[src/rtl/lsu_mem_stage.sv]
`default_nettype none
// +----------------------------------------------------------------------------+
// | Module      : lsu_mem_stage                                                |
// | Description : RV64 load/store unit with req/gnt/rvalid memory port,        |
// |               byte-lane alignment and load extension.                      |
// |               Optional feature macro: LSU_TIMEOUT_EN (gnt/rvalid timeout). |
// | Revision    : 1.0 - initial release                                        |
// +----------------------------------------------------------------------------+
module lsu_mem_stage #(
    parameter int REG_WIDTH      = 64,
    parameter int TIMEOUT_CYCLES = 255
) (
    input  logic                 clk,
    input  logic                 rst_n,
    input  logic                 req_valid,
    output logic                 req_ready,
    input  logic                 req_we,
    input  logic [2:0]           req_funct3,
    input  logic [REG_WIDTH-1:0] req_addr,
    input  logic [REG_WIDTH-1:0] req_wdata,
    output logic                 resp_valid,
    output logic [REG_WIDTH-1:0] resp_rdata,
    output logic                 resp_misaligned,
    output logic                 resp_illegal,
    output logic                 resp_timeout,
    output logic                 mem_req,
    output logic                 mem_we,
    output logic [REG_WIDTH-1:0] mem_addr,
    output logic [REG_WIDTH-1:0] mem_wdata,
    output logic [7:0]           mem_be,
    input  logic                 mem_gnt,
    input  logic                 mem_rvalid,
    input  logic [REG_WIDTH-1:0] mem_rdata
);

    localparam logic [2:0] c_idle  = 3'd0;
    localparam logic [2:0] c_req   = 3'd1;
    localparam logic [2:0] c_wait  = 3'd2;
    localparam logic [2:0] c_done  = 3'd3;
    localparam logic [2:0] c_fault = 3'd4;

    generate
        if (REG_WIDTH != 64 || TIMEOUT_CYCLES < 1) begin : g_bad_param
            $error("lsu_mem_stage: REG_WIDTH must be 64 and TIMEOUT_CYCLES >= 1");
        end
    endgenerate

    logic [2:0]  r_state;
    logic [2:0]  w_state_next;
    logic        r_we;
    logic [2:0]  r_funct3;
    logic [63:0] r_addr;
    logic [63:0] r_wdata;
    logic [63:0] r_rdata;
    logic        r_misaligned;
    logic        r_illegal;

    logic        w_accept;
    logic        w_req_misaligned;
    logic        w_req_illegal;
    logic [5:0]  w_shift_amt;
    logic [7:0]  w_be_base;
    logic [63:0] w_load_shifted;
    logic [63:0] w_load_ext;

    assign w_accept    = req_valid && (r_state == c_idle);
    assign w_shift_amt = {r_addr[2:0], 3'b000};

    // funct3[1:0] encodes log2(size) for every legal load and store.
    always_comb begin
        w_req_misaligned = 1'b0;
        case (req_funct3[1:0])
            2'b01:   w_req_misaligned = req_addr[0];
            2'b10:   w_req_misaligned = (req_addr[1:0] != 2'b00);
            2'b11:   w_req_misaligned = (req_addr[2:0] != 3'b000);
            default: w_req_misaligned = 1'b0;
        endcase
        w_req_illegal = req_we ? req_funct3[2] : (req_funct3 == 3'b111);
    end

    always_comb begin
        w_be_base = 8'h00;
        case (r_funct3[1:0])
            2'b00:   w_be_base = 8'h01;
            2'b01:   w_be_base = 8'h03;
            2'b10:   w_be_base = 8'h0F;
            default: w_be_base = 8'hFF;
        endcase
    end

    always_comb begin
        w_load_shifted = mem_rdata >> w_shift_amt;
        w_load_ext     = w_load_shifted;
        case (r_funct3)
            3'b000:  w_load_ext = {{56{w_load_shifted[7]}},  w_load_shifted[7:0]};
            3'b001:  w_load_ext = {{48{w_load_shifted[15]}}, w_load_shifted[15:0]};
            3'b010:  w_load_ext = {{32{w_load_shifted[31]}}, w_load_shifted[31:0]};
            3'b100:  w_load_ext = {56'd0, w_load_shifted[7:0]};
            3'b101:  w_load_ext = {48'd0, w_load_shifted[15:0]};
            3'b110:  w_load_ext = {32'd0, w_load_shifted[31:0]};
            default: w_load_ext = w_load_shifted;
        endcase
    end

`ifdef LSU_TIMEOUT_EN
    localparam int c_tmo_w = ($clog2(TIMEOUT_CYCLES + 1) > 8) ? $clog2(TIMEOUT_CYCLES + 1) : 8;
    localparam logic [c_tmo_w-1:0] c_tmo_last = c_tmo_w'(TIMEOUT_CYCLES - 1);

    logic [c_tmo_w-1:0] r_tmo_cnt;
    logic               r_timeout;
    logic               w_tmo_hit;
    logic               w_enter_busy;

    assign w_tmo_hit    = (r_tmo_cnt == c_tmo_last);
    assign w_enter_busy = ((w_state_next == c_req) || (w_state_next == c_wait)) &&
                          (w_state_next != r_state);

    always_ff @(posedge clk or negedge rst_n) begin
        if (!rst_n) begin
            r_tmo_cnt <= '0;
            r_timeout <= 1'b0;
        end else begin
            if (w_enter_busy) begin
                r_tmo_cnt <= '0;
            end else if ((r_state == c_req) || (r_state == c_wait)) begin
                r_tmo_cnt <= r_tmo_cnt + 1'b1;
            end
            if (w_accept) begin
                r_timeout <= 1'b0;
            end else if (w_state_next == c_fault) begin
                r_timeout <= 1'b1;
            end
        end
    end
`endif

    always_ff @(posedge clk or negedge rst_n) begin
        if (!rst_n) begin
            r_state <= c_idle;
        end else begin
            r_state <= w_state_next;
        end
    end

    always_comb begin
        w_state_next = r_state;
        case (r_state)
            c_idle: begin
                if (w_accept) begin
                    w_state_next = (w_req_misaligned || w_req_illegal) ? c_fault : c_req;
                end
            end
            c_req: begin
                if (mem_gnt) begin
                    w_state_next = r_we ? c_done : c_wait;
                end
`ifdef LSU_TIMEOUT_EN
                else if (w_tmo_hit) begin
                    w_state_next = c_fault;
                end
`endif
            end
            c_wait: begin
                if (mem_rvalid) begin
                    w_state_next = c_done;
                end
`ifdef LSU_TIMEOUT_EN
                else if (w_tmo_hit) begin
                    w_state_next = c_fault;
                end
`endif
            end
            c_done:  w_state_next = c_idle;
            c_fault: w_state_next = c_idle;
            default: w_state_next = c_idle;
        endcase
    end

    always_ff @(posedge clk or negedge rst_n) begin
        if (!rst_n) begin
            r_we         <= 1'b0;
            r_funct3     <= 3'b000;
            r_addr       <= '0;
            r_wdata      <= '0;
            r_rdata      <= '0;
            r_misaligned <= 1'b0;
            r_illegal    <= 1'b0;
        end else if (w_accept) begin
            r_we         <= req_we;
            r_funct3     <= req_funct3;
            r_addr       <= req_addr;
            r_wdata      <= req_wdata;
            r_rdata      <= '0;
            r_misaligned <= w_req_misaligned && !w_req_illegal;
            r_illegal    <= w_req_illegal;
        end else if ((r_state == c_wait) && mem_rvalid) begin
            r_rdata      <= w_load_ext;
        end
    end

    always_comb begin
        req_ready       = (r_state == c_idle);
        mem_req         = (r_state == c_req);
        mem_we          = mem_req && r_we;
        mem_addr        = mem_req ? {r_addr[63:3], 3'b000} : 64'd0;
        mem_wdata       = mem_req ? (r_wdata << w_shift_amt) : 64'd0;
        mem_be          = mem_req ? (w_be_base << r_addr[2:0]) : 8'h00;
        resp_valid      = (r_state == c_done) || (r_state == c_fault);
        resp_rdata      = (r_state == c_done) ? r_rdata : 64'd0;
        resp_misaligned = (r_state == c_fault) && r_misaligned;
        resp_illegal    = (r_state == c_fault) && r_illegal;
`ifdef LSU_TIMEOUT_EN
        resp_timeout    = (r_state == c_fault) && r_timeout;
`else
        resp_timeout    = 1'b0;
`endif
    end

endmodule
`default_nettype wire

[config.mk]
export PLATFORM = sky130hd
export DESIGN_NAME = lsu_mem_stage
export DESIGN_NICKNAME = d
export VERILOG_FILES = /design/src/rtl/lsu_mem_stage.sv
export SDC_FILE = /design/constraint.sdc
export NUM_CORES = 1
export LEC_CHECK = 0
export CELL_PAD_IN_SITES_DETAIL_PLACEMENT = 0
export CELL_PAD_IN_SITES_GLOBAL_PLACEMENT = 1
export CORE_ASPECT_RATIO = 1.2
export CORE_MARGIN = 4
export CORE_UTILIZATION = 30
export DETAILED_ROUTE_END_ITERATION = 16
export GPL_TIMING_DRIVEN = 0
export PLACE_DENSITY = 0.8
export SLEW_MARGIN = 20
export SYNTH_ARGS = -nofsm -noshare
export SYNTH_HDL_FRONTEND = slang
export SYNTH_SLANG_ARGS = --single-unit
[constraint.sdc]
create_clock -name clk -period 2.9 [get_ports clk]
set_clock_uncertainty 0.2 [all_clocks]
set_input_delay 0.29 -clock clk [delete_from_list [all_inputs] [get_ports clk]]
set_output_delay 0.29 -clock clk [all_outputs]
set_load 0.01 [all_outputs]
# == Yosys cells after proc, flatten, opt, wreduce, memory -nomap -nowiden ==
# Cells that the tools add are included.
# totals
register_bits,201
output_inout_bits,207
word_cells,61
# classes
n_eq_ne,18
shift,3
mux,16
reduce_logical,16
# ops
op,n
64-bit one-hot mux with 6 select lines,1
64-bit 2-to-1 mux,5
64-bit by 6-bit left shift with 64-bit output,1
64-bit by 6-bit right shift with 64-bit output,1
8-bit one-hot mux with 3 select lines,1
"3-bit == test, second input constant",5
3-bit 2-to-1 mux,4
"3-bit by 2-bit == test with 1-bit output, second input constant",3
3-bit one-hot mux with 3 select lines,1
8-bit 2-to-1 mux,1
8-bit by 3-bit left shift with 8-bit output,1
"2-bit == test, second input constant",3
"3-bit by 1-bit == test with 1-bit output, second input constant",2
1-bit logical AND,6
3-bit logical NOT,2
"2-bit by 1-bit == test with 1-bit output, second input constant",2
"2-bit by 1-bit != test with 1-bit output, second input constant",2
2-bit nonzero test,2
1-bit one-hot mux with 3 select lines,1
3-bit AND reduction,1
3-bit nonzero test,1
2-bit logical NOT,1
1-bit logical OR,2
1-bit 2-to-1 mux,2
2 further kinds,2

# == Logic depth before layout (Yosys ltp) ==
# Gate-level depths: netlist of the first run.
# logic_depth
depth_word,6
depth_mapped,9
mapped_depth_nobuf,5

# == Least setup slack after synthesis of the first run ==
# OpenSTA, ideal clock, no wires.
# synth_path
path_type,flip-flop to output port
from,register r_addr[2]
to,output port mem_wdata[0]
arrival_ns,2.074
setup_slack_ns,0.336
stages_incl_launch_ff,9
path_buffers,4
cell_sequence,dfrtp_1 -> buf_2 -> buf_2 -> or2_2 -> clkbuf_1 -> or2_2 -> buf_2 -> nor2_1 -> and2_1
# synth_between
elab_chain_cells,2
# synth_lines
element,line_no,rtl
from (decl),52,logic [63:0] r_addr;
from (signal assigned),191,r_addr <= req_addr;
64-bit by 6-bit left shift with 64-bit output,206,mem_wdata = mem_req ? (r_wdata << w_shift_amt) : 64'd0;
64-bit 2-to-1 mux,206,
to (decl),29,"output logic [REG_WIDTH-1:0] mem_wdata,"
# Every way passes these cells.

# == Worst setup path after layout of the first run ==
# layout_path
from,register r_addr[1]
to,output port mem_wdata[51]
# The elaborated chain is that of the path after synthesis.

==> flow_metrics.tcl, run 1 <==
set metrics [dict create \
    status "finished with violations" \
    violations "negative setup slack" \
    numPortBuffers 403 \
    dp_cells 2420 \
    hp-class "primary input to register" \
    vias_per_cell 5.158 \
    reg2reg_depth 9 \
    crit_chain "buf_12 -> buf_12 -> buf_12 -> buf_12 -> buf_12 -> buf_6 -> a211oi_4 -> a211oi_2 -> a21oi_2 -> nor2_2 -> buf_2" \
    synthTopCellsByArea "dfrtp_1, nand2_1, mux2i_1" \
    cp-start-kind "register" \
    die-area_um2 44340 \
    ys_seq_elements 201 \
    cts_root_buffer "clkbuf_16" \
    die_h_um 229.9 \
    fp.dieW_um 192.9 \
    final-setup-viol-count 6 \
    final_cell_area_um2 18980 \
    dpl_cell_area_um2 17090 \
    worst_ep_arrival_time_ns 2.45 \
    ys_top_cells_by_count "nand2_1, dfrtp_1, mux2i_1" \
    clk_latency_ns 0.54 \
    grt_pass1_vias 13170 \
    setup.worst_path.start "r_addr[1]$_DFFE_PN0P_" \
    crit_path_max_incr_delay_ns 0.44 \
    worst_pin_slew_ns 1.000 \
    drc 0 \
    holdWs_ns 0.07324 \
    maxSlewViolCount 0 \
    hp-start "req_addr[47]" \
    synth_edf_count 0 \
    critical_path.max_fanout 5 \
    ir_worst_vdd_mv 0.5532 \
    grt_usage 0.2482 \
    syn_area_um2 12310 \
    wl_um 57370 \
    via_count 12960 \
    clk_pin_slew_ns 0.06 \
    fin_nets 2157 \
    tns_ns -0.1234 \
    gr-total-overflow 0 \
    fin_crit_sh 1.014 \
    drive_above_1_share 0.1908 \
    ys_seq_area_frac 0.4087 \
    maxCapViolations 0 \
    cts.path.max_buffers 3 \
    worstReg2RegStart "r_addr[1]$_DFFE_PN0P_" \
    floorplan.initialDensity 0.3029 \
    drt-pass1-iter-count 5 \
    ios 408 \
    hold_depth 3 \
    gp_congestion 0.9640 \
    p_leak_nw 8.820 \
    place_ws_ns -1.345 \
    cpMaxStageDelayCell "dfrtp_2" \
    power.total_mw 20.58 \
    grt_max_degree 85 \
    fmax_ghz 0.3402 \
    antenna_found_initial 2 \
    htreeDepth 1 \
    grt_pass1_wl_um 83430 \
    netlist.area_leader.share 0.4087 \
    slew_headroom 0.3279 \
    syn2layout_area_growth_pct 54.22 \
    avgSynthCellArea_um2 8.356 \
    hold-path-endpoint "r_addr[47]$_DFFE_PN0P_" \
    yosysWarnings 0 \
    rsz0062_at_grt "yes" \
    fin_ws_ns -0.03935 \
    dp_hpwl_um 44540 \
    fillCellCount 3944 \
    instances_no_fill 2513 \
    r2r_slack_ns 0.17 \
    drtIter0Drc 942 \
    cts.sinks 201 \
    std_cell_rows 81 \
    cts_tree "yes" \
    timing.rr.end "r_rdata[37]$_DFFE_PN0P_" \
    ys.flop_type "dfrtp_1" \
    ys_types 56 \
    worst_ep_required_time_ns 2.41 \
    postLayoutCoreUtil 0.4671 \
    path_class "register to primary output" \
    syn_inst 1473 \
    cts_inserted_buffers 23 \
    wl_per_cell_um 22.83 \
    crit_top_cell "buf_12" \
    coreArea_um2 40640 \
    synth_top_cell_by_area "dfrtp_1" \
    fin_crit_ns 2.939 \
    ant_nets 0 \
    synth-async-reset-ratio 1.000 \
    end_kind "primary output" \
    power_density_nw_per_um2 1084 \
    final-hold-violation-count 0 \
    yosysMostFrequentCell "nand2_1" \
]
[power by group]
part           total [mW]  internal [mW]  switching, mW  leakage [nW]
Combinational        12.4           5.57           6.86          5.88
Clock                2.97           1.75           1.22         0.376
Sequential           5.18           4.05           1.13          2.57
Total                20.6           11.4           9.21          8.82
[timing repair]
action | CTS | global route
hold buffers | 1 | 0
setup buffers | 45 | 13
endpoints found under the hold margin | 201 | 0
pin swaps | 44 | 27
cloned | 2 | 1
endpoints found under the setup margin | 252 | 155
resized for setup | 456 | 80
[area by class of cell]
cell class | instances | area, um^2 | share of cell area
Inverter | 4 | 21.27 | 0.001121
Sequential cell | 201 | 5035 | 0.2652
Buffer | 121 | 923.4 | 0.04865
Multi-Input combinational cell | 1139 | 7124 | 0.3753
Clock buffer | 32 | 649.4 | 0.03421
Clock inverter | 8 | 108.9 | 0.005735
Tap cell | 539 | 674.4 | 0.03553
Timing Repair Buffer | 466 | 4438 | 0.2338
Antenna cell | 3 | 7.507 | 0.0003955
[worst max path at each step]
stage / to / slack (ns)
global route: mem_wdata[54] / -0.12
detailed placement: mem_wdata[33] / -1.34
floorplan: mem_wdata[0] / 0.34
CTS: mem_wdata[54] / -0.13
global placement: r_wdata[18]$_DFFE_PN0P_ / -7.28
finish: mem_wdata[51] / -0.04
[placed cells by master, fill, tap and decap left out, types with 24 or more instances in the layout]
cell and count:
nand2_1 479, clkdlybuf4s50_1 329, dfrtp_1 197, mux2i_1 80, and2_1 76, and3_1 68, nor2_1 68, buf_4 54
a21oi_1 49, clkbuf_1 49, buf_2 48, o21ai_0 39, clkbuf_2 34, clkbuf_16 24
[layer usage]
metal  wire length, um  up-vias  share of wire  track usage
li1                  -     5996              -            -
met1             22670     6258           0.40       0.3149
met2             27950      577           0.49       0.4203
met3              3543      131          0.062      0.02870
met4              3209        0          0.056       0.1155
met5                 0        -              0            0
[state kept, by name, summed over array words and instances, names as in the netlist]
signal,flops
r_wdata,64
r_we,1
r_addr,64
r_illegal,1
r_rdata,64
r_state,3
r_misaligned,1
r_funct3,3
[critical path: cells and delay by family (launching register included)]
kind	cells	cell delay (ns)
AND/OR/NAND/NOR	1	0.06
AO/OA/AOI/OAI	3	0.46
buffers and inverters	7	0.92
flip-flops	1	0.44
[kinds of logic (layout without fill, tap and decap cells)]
kind of cell,Yosys count,after routing,share of synthesized area
DFF,201,201,0.4087
and+or+nand+nor,768,768,0.2764
buffers and inverters,136,631,0.04747
AOI/OAI and AO/OA,225,225,0.1285
muxes,142,142,0.1387
other,1,7,0.0003047
(Power assumes the default switching activity.)
==> inputs of run 2 (changes only) <==
--- a/config.mk
+++ b/config.mk
@@ -5,6 +5,7 @@
 export SDC_FILE = /design/constraint.sdc
 export NUM_CORES = 1
 export LEC_CHECK = 0
+export ABC_CLOCK_PERIOD_IN_PS = 2900
 export CELL_PAD_IN_SITES_DETAIL_PLACEMENT = 0
 export CELL_PAD_IN_SITES_GLOBAL_PLACEMENT = 1
 export CORE_ASPECT_RATIO = 1.2
@@ -12,6 +13,7 @@
 export CORE_UTILIZATION = 30
 export DETAILED_ROUTE_END_ITERATION = 16
 export GPL_TIMING_DRIVEN = 0
+export MAX_ROUTING_LAYER = met4
 export PLACE_DENSITY = 0.8
 export SLEW_MARGIN = 20
 export SYNTH_ARGS = -nofsm -noshare
==> run 2 against run 1 <==
  * Maximum frequency grew 2.9%
  * Clock power grew 19%
  * Setup slack gained 0.084 ns
  * The flow now finishes without violations
  * Critical path type unchanged
  * Sequential power is essentially flat
  * Utilization grew 0.70 points
  * Wire length shrank 0.41%
==> flow_metrics.tcl, run 2 (synthesis gave the netlist of run 1 again) <==
set metrics [dict create \
    maxSlewViolCount 0 \
    cts_tree "yes" \
    ios 408 \
    grt_max_degree 97 \
    die-area_um2 44340 \
    setup.worst_path.start "r_addr[0]$_DFFE_PN0P_" \
    drtIter0Drc 963 \
    coreArea_um2 40640 \
    p_leak_nw 8.998 \
    final-hold-violation-count 0 \
    antenna_found_initial 2 \
    std_cell_rows 81 \
    drt-pass1-iter-count 8 \
    clk_latency_ns 0.55 \
    r2r_slack_ns 0.06 \
    timing.rr.end "r_rdata[43]$_DFFE_PN0P_" \
    clk_pin_slew_ns 0.06 \
    fin_crit_ns 2.856 \
    cts.sinks 201 \
    grt_pass1_wl_um 83990 \
    worst_ep_required_time_ns 2.41 \
    wl_um 57130 \
    ant_nets 0 \
    gr-total-overflow 0 \
    via_count 12910 \
    drive_above_1_share 0.1975 \
    slew_headroom 0.3405 \
    critPathCapture "mem_be[1]" \
    critical_path.max_fanout 10 \
    worstReg2RegStart "r_addr[1]$_DFFE_PN0P_" \
    wl_per_cell_um 22.71 \
    power.total_mw 21.26 \
    grt_pass1_vias 13180 \
    rsz0062_at_grt "yes" \
    grt_usage 0.2563 \
    mostFrequentLayoutCells "nand2_1, clkdlybuf4s50_1, dfrtp_1" \
    maxCapViolations 0 \
    worst_ep_arrival_time_ns 2.37 \
    fin_nets 2158 \
    power_density_nw_per_um2 1104 \
    syn2layout_area_growth_pct 56.52 \
    cp-start-kind "register" \
    cts_inserted_buffers 24 \
    gp_congestion 0.9869 \
    reg2reg_depth 7 \
    final-setup-viol-count 0 \
    reg.largest.list "r_addr (64), r_rdata (64), r_wdata (64)" \
    htreeDepth 1 \
    floorplan.initialDensity 0.3029 \
    final_common_cell "nand2_1" \
    cts_root_buffer "clkbuf_16" \
    dp_hpwl_um 44320 \
    fillCellCount 3962 \
    status "finished, final reports clean" \
    drc 0 \
    dpl_cell_area_um2 17090 \
    numPortBuffers 403 \
    worst_pin_slew_ns 0.9817 \
    end_kind "primary output" \
    fmax_ghz 0.3502 \
    cts.path.max_buffers 3 \
    multiInputGateArea_um2 7216 \
    die_h_um 229.9 \
    hp-class "primary input to register" \
    fin_crit_sh 0.9848 \
    ir_worst_vdd_mv 0.5546 \
    regArea_um2 5035 \
    fp.dieW_um 192.9 \
    vias_per_cell 5.130 \
    final_cell_area_um2 19260 \
    path_class "register to primary output" \
]
[run 2: critical path: stages, from the launching register on]
cell,delay [ns]
dfrtp_1,0.40
buf_6,0.15
buf_6,0.17
clkbuf_8,0.19
nor3_1,0.50
nor2_1,0.09
dlygate4sd2_1,0.32
[run 2: metal layers]
| layer | wire length [um] | global-route usage | vias to the layer above | part of all wire |
|---|---|---|---|---|
| li1 | - | - | 5987 | - |
| met4 | 2843 | 0.1025 | 0 | 0.050 |
| met5 | 0 | - | - | 0 |
| met3 | 3353 | 0.02748 | 134 | 0.059 |
| met2 | 28120 | 0.4239 | 540 | 0.49 |
| met1 | 22820 | 0.3211 | 6245 | 0.40 |
[run 2: layout make-up]
cell class	count	area share
antenna	2	0.0002598
buffer	120	0.04676
clock buffer	26	0.03260
inverter	4	0.001104
tap	539	0.03501
timing repair buffer	467	0.2323
clock inverter	18	0.01611
multi-input combinational	1139	0.3746
sequential	201	0.2614
[run 2: worst min path at each step]
stage / start / to / cells after the start
2_1_floorplan: rst_n / r_addr[0]$_DFFE_PN0P_ / 0
3_3_place_gp: r_addr[14]$_DFFE_PN0P_ / r_addr[14]$_DFFE_PN0P_ / 2
3_5_place_dp: rst_n / r_addr[62]$_DFFE_PN0P_ / 1
4_1_cts: req_addr[23] / r_addr[23]$_DFFE_PN0P_ / 3
5_1_grt: req_addr[23] / r_addr[23]$_DFFE_PN0P_ / 3
6_report: req_addr[44] / r_addr[44]$_DFFE_PN0P_ / 3
[run 2: timing repair]
action	CTS	global route
endpoints found under the hold margin	201	0
setup buffers	48	9
pin swaps	48	20
gates cloned	3	0
gates resized for setup	489	72
setup endpoints to repair	252	185
hold buffers	2	0
[run 2: report_power, final]
part	switching, mW	internal, mW
registers	1.15	4.05
clock network	1.32	2.21
logic	6.91	5.62
[run 2: per-stage QoR]
stage	setup slack, ns	utilization	hold WS [ns]	setup TNS, ns	instances
final	0.04415	0.4740	0.06283	0	2516
after global routing	-0.04163	0.4740	0.05565	-0.8681	2516
after CTS	-0.08342	0.4713	0.03693	-0.8956	2509
after detailed placement	-1.287	0.4205	-0.07836	-63.71	2420
after global placement	-7.319	0.4190	0.2497	-1525.83	2418
after floorplan	0.3361	-	-0.2056	0	1476
==> inputs of run 3 (changes only) <==
--- a/config.mk
+++ b/config.mk
@@ -5,10 +5,10 @@
 export SDC_FILE = /design/constraint.sdc
 export NUM_CORES = 1
 export LEC_CHECK = 0
-export ABC_CLOCK_PERIOD_IN_PS = 2900
+export ABC_CLOCK_PERIOD_IN_PS = 3300
 export CELL_PAD_IN_SITES_DETAIL_PLACEMENT = 0
 export CELL_PAD_IN_SITES_GLOBAL_PLACEMENT = 1
-export CORE_ASPECT_RATIO = 1.2
+export CORE_ASPECT_RATIO = 0.6
 export CORE_MARGIN = 4
 export CORE_UTILIZATION = 30
 export DETAILED_ROUTE_END_ITERATION = 16
==> constraint.sdc (replaced) <==
create_clock -name clk -period 3.3 [get_ports clk]
set_clock_uncertainty 0.2 [all_clocks]
set_input_delay 0.33 -clock clk [delete_from_list [all_inputs] [get_ports clk]]
set_output_delay 0.33 -clock clk [all_outputs]
set_load 0.01 [all_outputs]
==> run 3 against run 2 <==
  * Sequential power is 12% lower
  * Setup slack better by 0.041 ns
  * Hold slack improved by 0.048 ns
  * Clock power down 25%
  * Critical endpoint is now mem_wdata[55]
==> flow_metrics.tcl, run 3 (synthesis gave the netlist of run 1 again) <==
set metrics [dict create \
    vias_per_cell 5.279 \
    drc 0 \
    wl_per_cell_um 24.50 \
    syn2layout_area_growth_pct 50.30 \
    clk_pin_slew_ns 0.07 \
    crit_path_max_incr_delay_ns 0.41 \
    grt_usage 0.2690 \
    end_kind "primary output" \
    dp_cells 2412 \
    worst_ep_arrival_time_ns 2.68 \
    crit_chain "buf_6 -> buf_8 -> buf_8 -> buf_12 -> buf_12 -> mux2i_1 -> o21ai_1 -> buf_4 -> a21oi_1 -> nor2_2 -> clkdlybuf4s15_2" \
    drive_above_1_share 0.1187 \
    ir_worst_vdd_mv 0.3596 \
    fin_crit_sh 0.9742 \
    gr-total-overflow 0 \
    maxSlewViolCount 0 \
    multiInputGateArea_um2 6954 \
    worstReg2RegStart "r_addr[1]$_DFFE_PN0P_" \
    wl_um 60450 \
    reg2reg_depth 8 \
    postLayoutCoreUtil 0.4567 \
    cpMaxStageDelayCell "dfrtp_1" \
    die_h_um 164.9 \
    std_cell_rows 57 \
    cp-start-kind "register" \
    cts_tree "yes" \
    critPathCapture "mem_wdata[55]" \
    grt.met2_usage 0.3958 \
    fp.dieW_um 269.5 \
    cts_inserted_buffers 22 \
    gp_congestion 1.003 \
    slew_headroom 0.4636 \
    setup.worst_path.start "r_addr[1]$_DFFE_PN0P_" \
    grt_busiest_layer "met2" \
    cts_root_buffer "clkbuf_16" \
    via_count 13020 \
    worst_ep_required_time_ns 2.77 \
    hp-class "primary input to asynchronous set/reset pin" \
    mostFrequentLayoutCells "nand2_1, clkdlybuf4s50_1, dfrtp_1" \
    numPortBuffers 403 \
    final_cell_area_um2 18500 \
    final-hold-violation-count 0 \
    ios 408 \
    fin_crit_ns 3.215 \
    fin_nets 2115 \
    clk_latency_ns 0.53 \
    drt-pass1-iter-count 7 \
    place_ws_ns -1.102 \
    timing.rr.end "r_rdata[47]$_DFFE_PN0P_" \
    grt_use_met3 0.06883 \
    use_met1 0.3730 \
    die-area_um2 44440 \
    fmax_ghz 0.3111 \
    worst_pin_slew_ns 0.7823 \
    grt_pass1_wl_um 87050 \
    drtIter0Drc 1185 \
    fillCellCount 3917 \
    htreeDepth 1 \
    floorplan.initialDensity 0.3038 \
    final-setup-viol-count 0 \
    status "finished, final reports clean" \
    cts.path.max_buffers 3 \
    p_leak_nw 8.951 \
    path_class "register to primary output" \
    fin_ws_ns 0.08525 \
    ant_nets 0 \
    maxCapViolations 0 \
    instances_no_fill 2467 \
    coreArea_um2 40510 \
    dpl_cell_area_um2 17080 \
    power_density_nw_per_um2 943.1 \
    cts.sinks 201 \
    critical_path.max_fanout 10 \
    regArea_um2 5034 \
    grt_max_degree 75 \
    dp_hpwl_um 48380 \
    reg.largest.list "r_addr (64), r_rdata (64), r_wdata (64)" \
    antenna_found_initial 5 \
    grt_pass1_vias 12840 \
    r2r_slack_ns 0.13 \
    final_common_cell "nand2_1" \
]
## run 3: changes by cell type in the layout (fill, tap and decap cells not counted), moves of 10 or more
cell | previous run | this run
buf_2 | 57 | 12
clkbuf_1 | 45 | 62
dlymetal6s2s_1 | 4 | 24
buf_4 | 58 | 25
dlygate4sd2_1 | 14 | 42
nor2_1 | 66 | 76
a211oi_1 | 7 | 17
## run 3: how the worst min path moves through the flow
stage,from,to,slack [ns],cells past startpoint
2_1_floorplan,rst_n,r_addr[0]$_DFFE_PN0P_,-0.17,0
3_3_place_gp,r_addr[44]$_DFFE_PN0P_,r_addr[44]$_DFFE_PN0P_,0.25,2
3_5_place_dp,rst_n,r_rdata[57]$_DFFE_PN0P_,0.09,1
4_1_cts,req_addr[44],r_addr[44]$_DFFE_PN0P_,0.11,3
5_1_grt,req_addr[32],r_addr[32]$_DFFE_PN0P_,0.12,3
6_report,rst_n,r_rdata[57]$_DFFE_PN0P_,0.11,2
## run 3: final cells by class
cell class,count,area share
well taps,531,0.03591
flip-flops and latches,201,0.2721
diodes,6,0.0008116
multi-input cells,1139,0.3759
clock inverters,12,0.008590
repair buffers,421,0.2302
inverters,4,0.001150
clock buffers,28,0.03314
plain buffers,125,0.04220
## run 3: what timing repair did
item                                   CTS  global route
endpoints found under the hold margin  154             0
pin swaps                               16             4
hold buffers                             1             0
setup endpoints to repair              187            93
setup buffers                           11             4
cloned                                   0             0
gates resized for setup                199            50
## run 3: per-layer routing
metal | vias to the layer above | routed length [um]
met3 | 87 | 5418
met1 | 6454 | 27510
met5 | - | 0
met4 | 0 | 1619
met2 | 586 | 25900
li1 | 5897 | -
## run 3: per-stage QoR
stage | total power [mW] | hold WS [ns] | setup TNS, ns
after floorplan | 9.686 | -0.1656 | 0
after global placement | 13.76 | 0.2519 | -1433.70
after detailed placement | 13.88 | 0.08522 | -31.80
after CTS | 17.19 | 0.1089 | -1.617
after global routing | 18.42 | 0.1164 | -0.004112
final | 17.45 | 0.1111 | 0
## run 3: where the power goes
part | switching (mW) | internal, mW | leakage [nW]
clock network | 1.09 | 1.56 | 0.376
registers | 0.993 | 3.56 | 2.57
logic | 6.03 | 4.21 | 6.01
total | 8.12 | 9.33 | 8.95
## run 3: worst max-delay path, delay by kind of cell (launching register included)
family,cells,cell delay [ns]
buf+inv,7,1.14
flops,1,0.41
compound gates,2,0.26
simple gates,1,0.22
mux,1,0.11
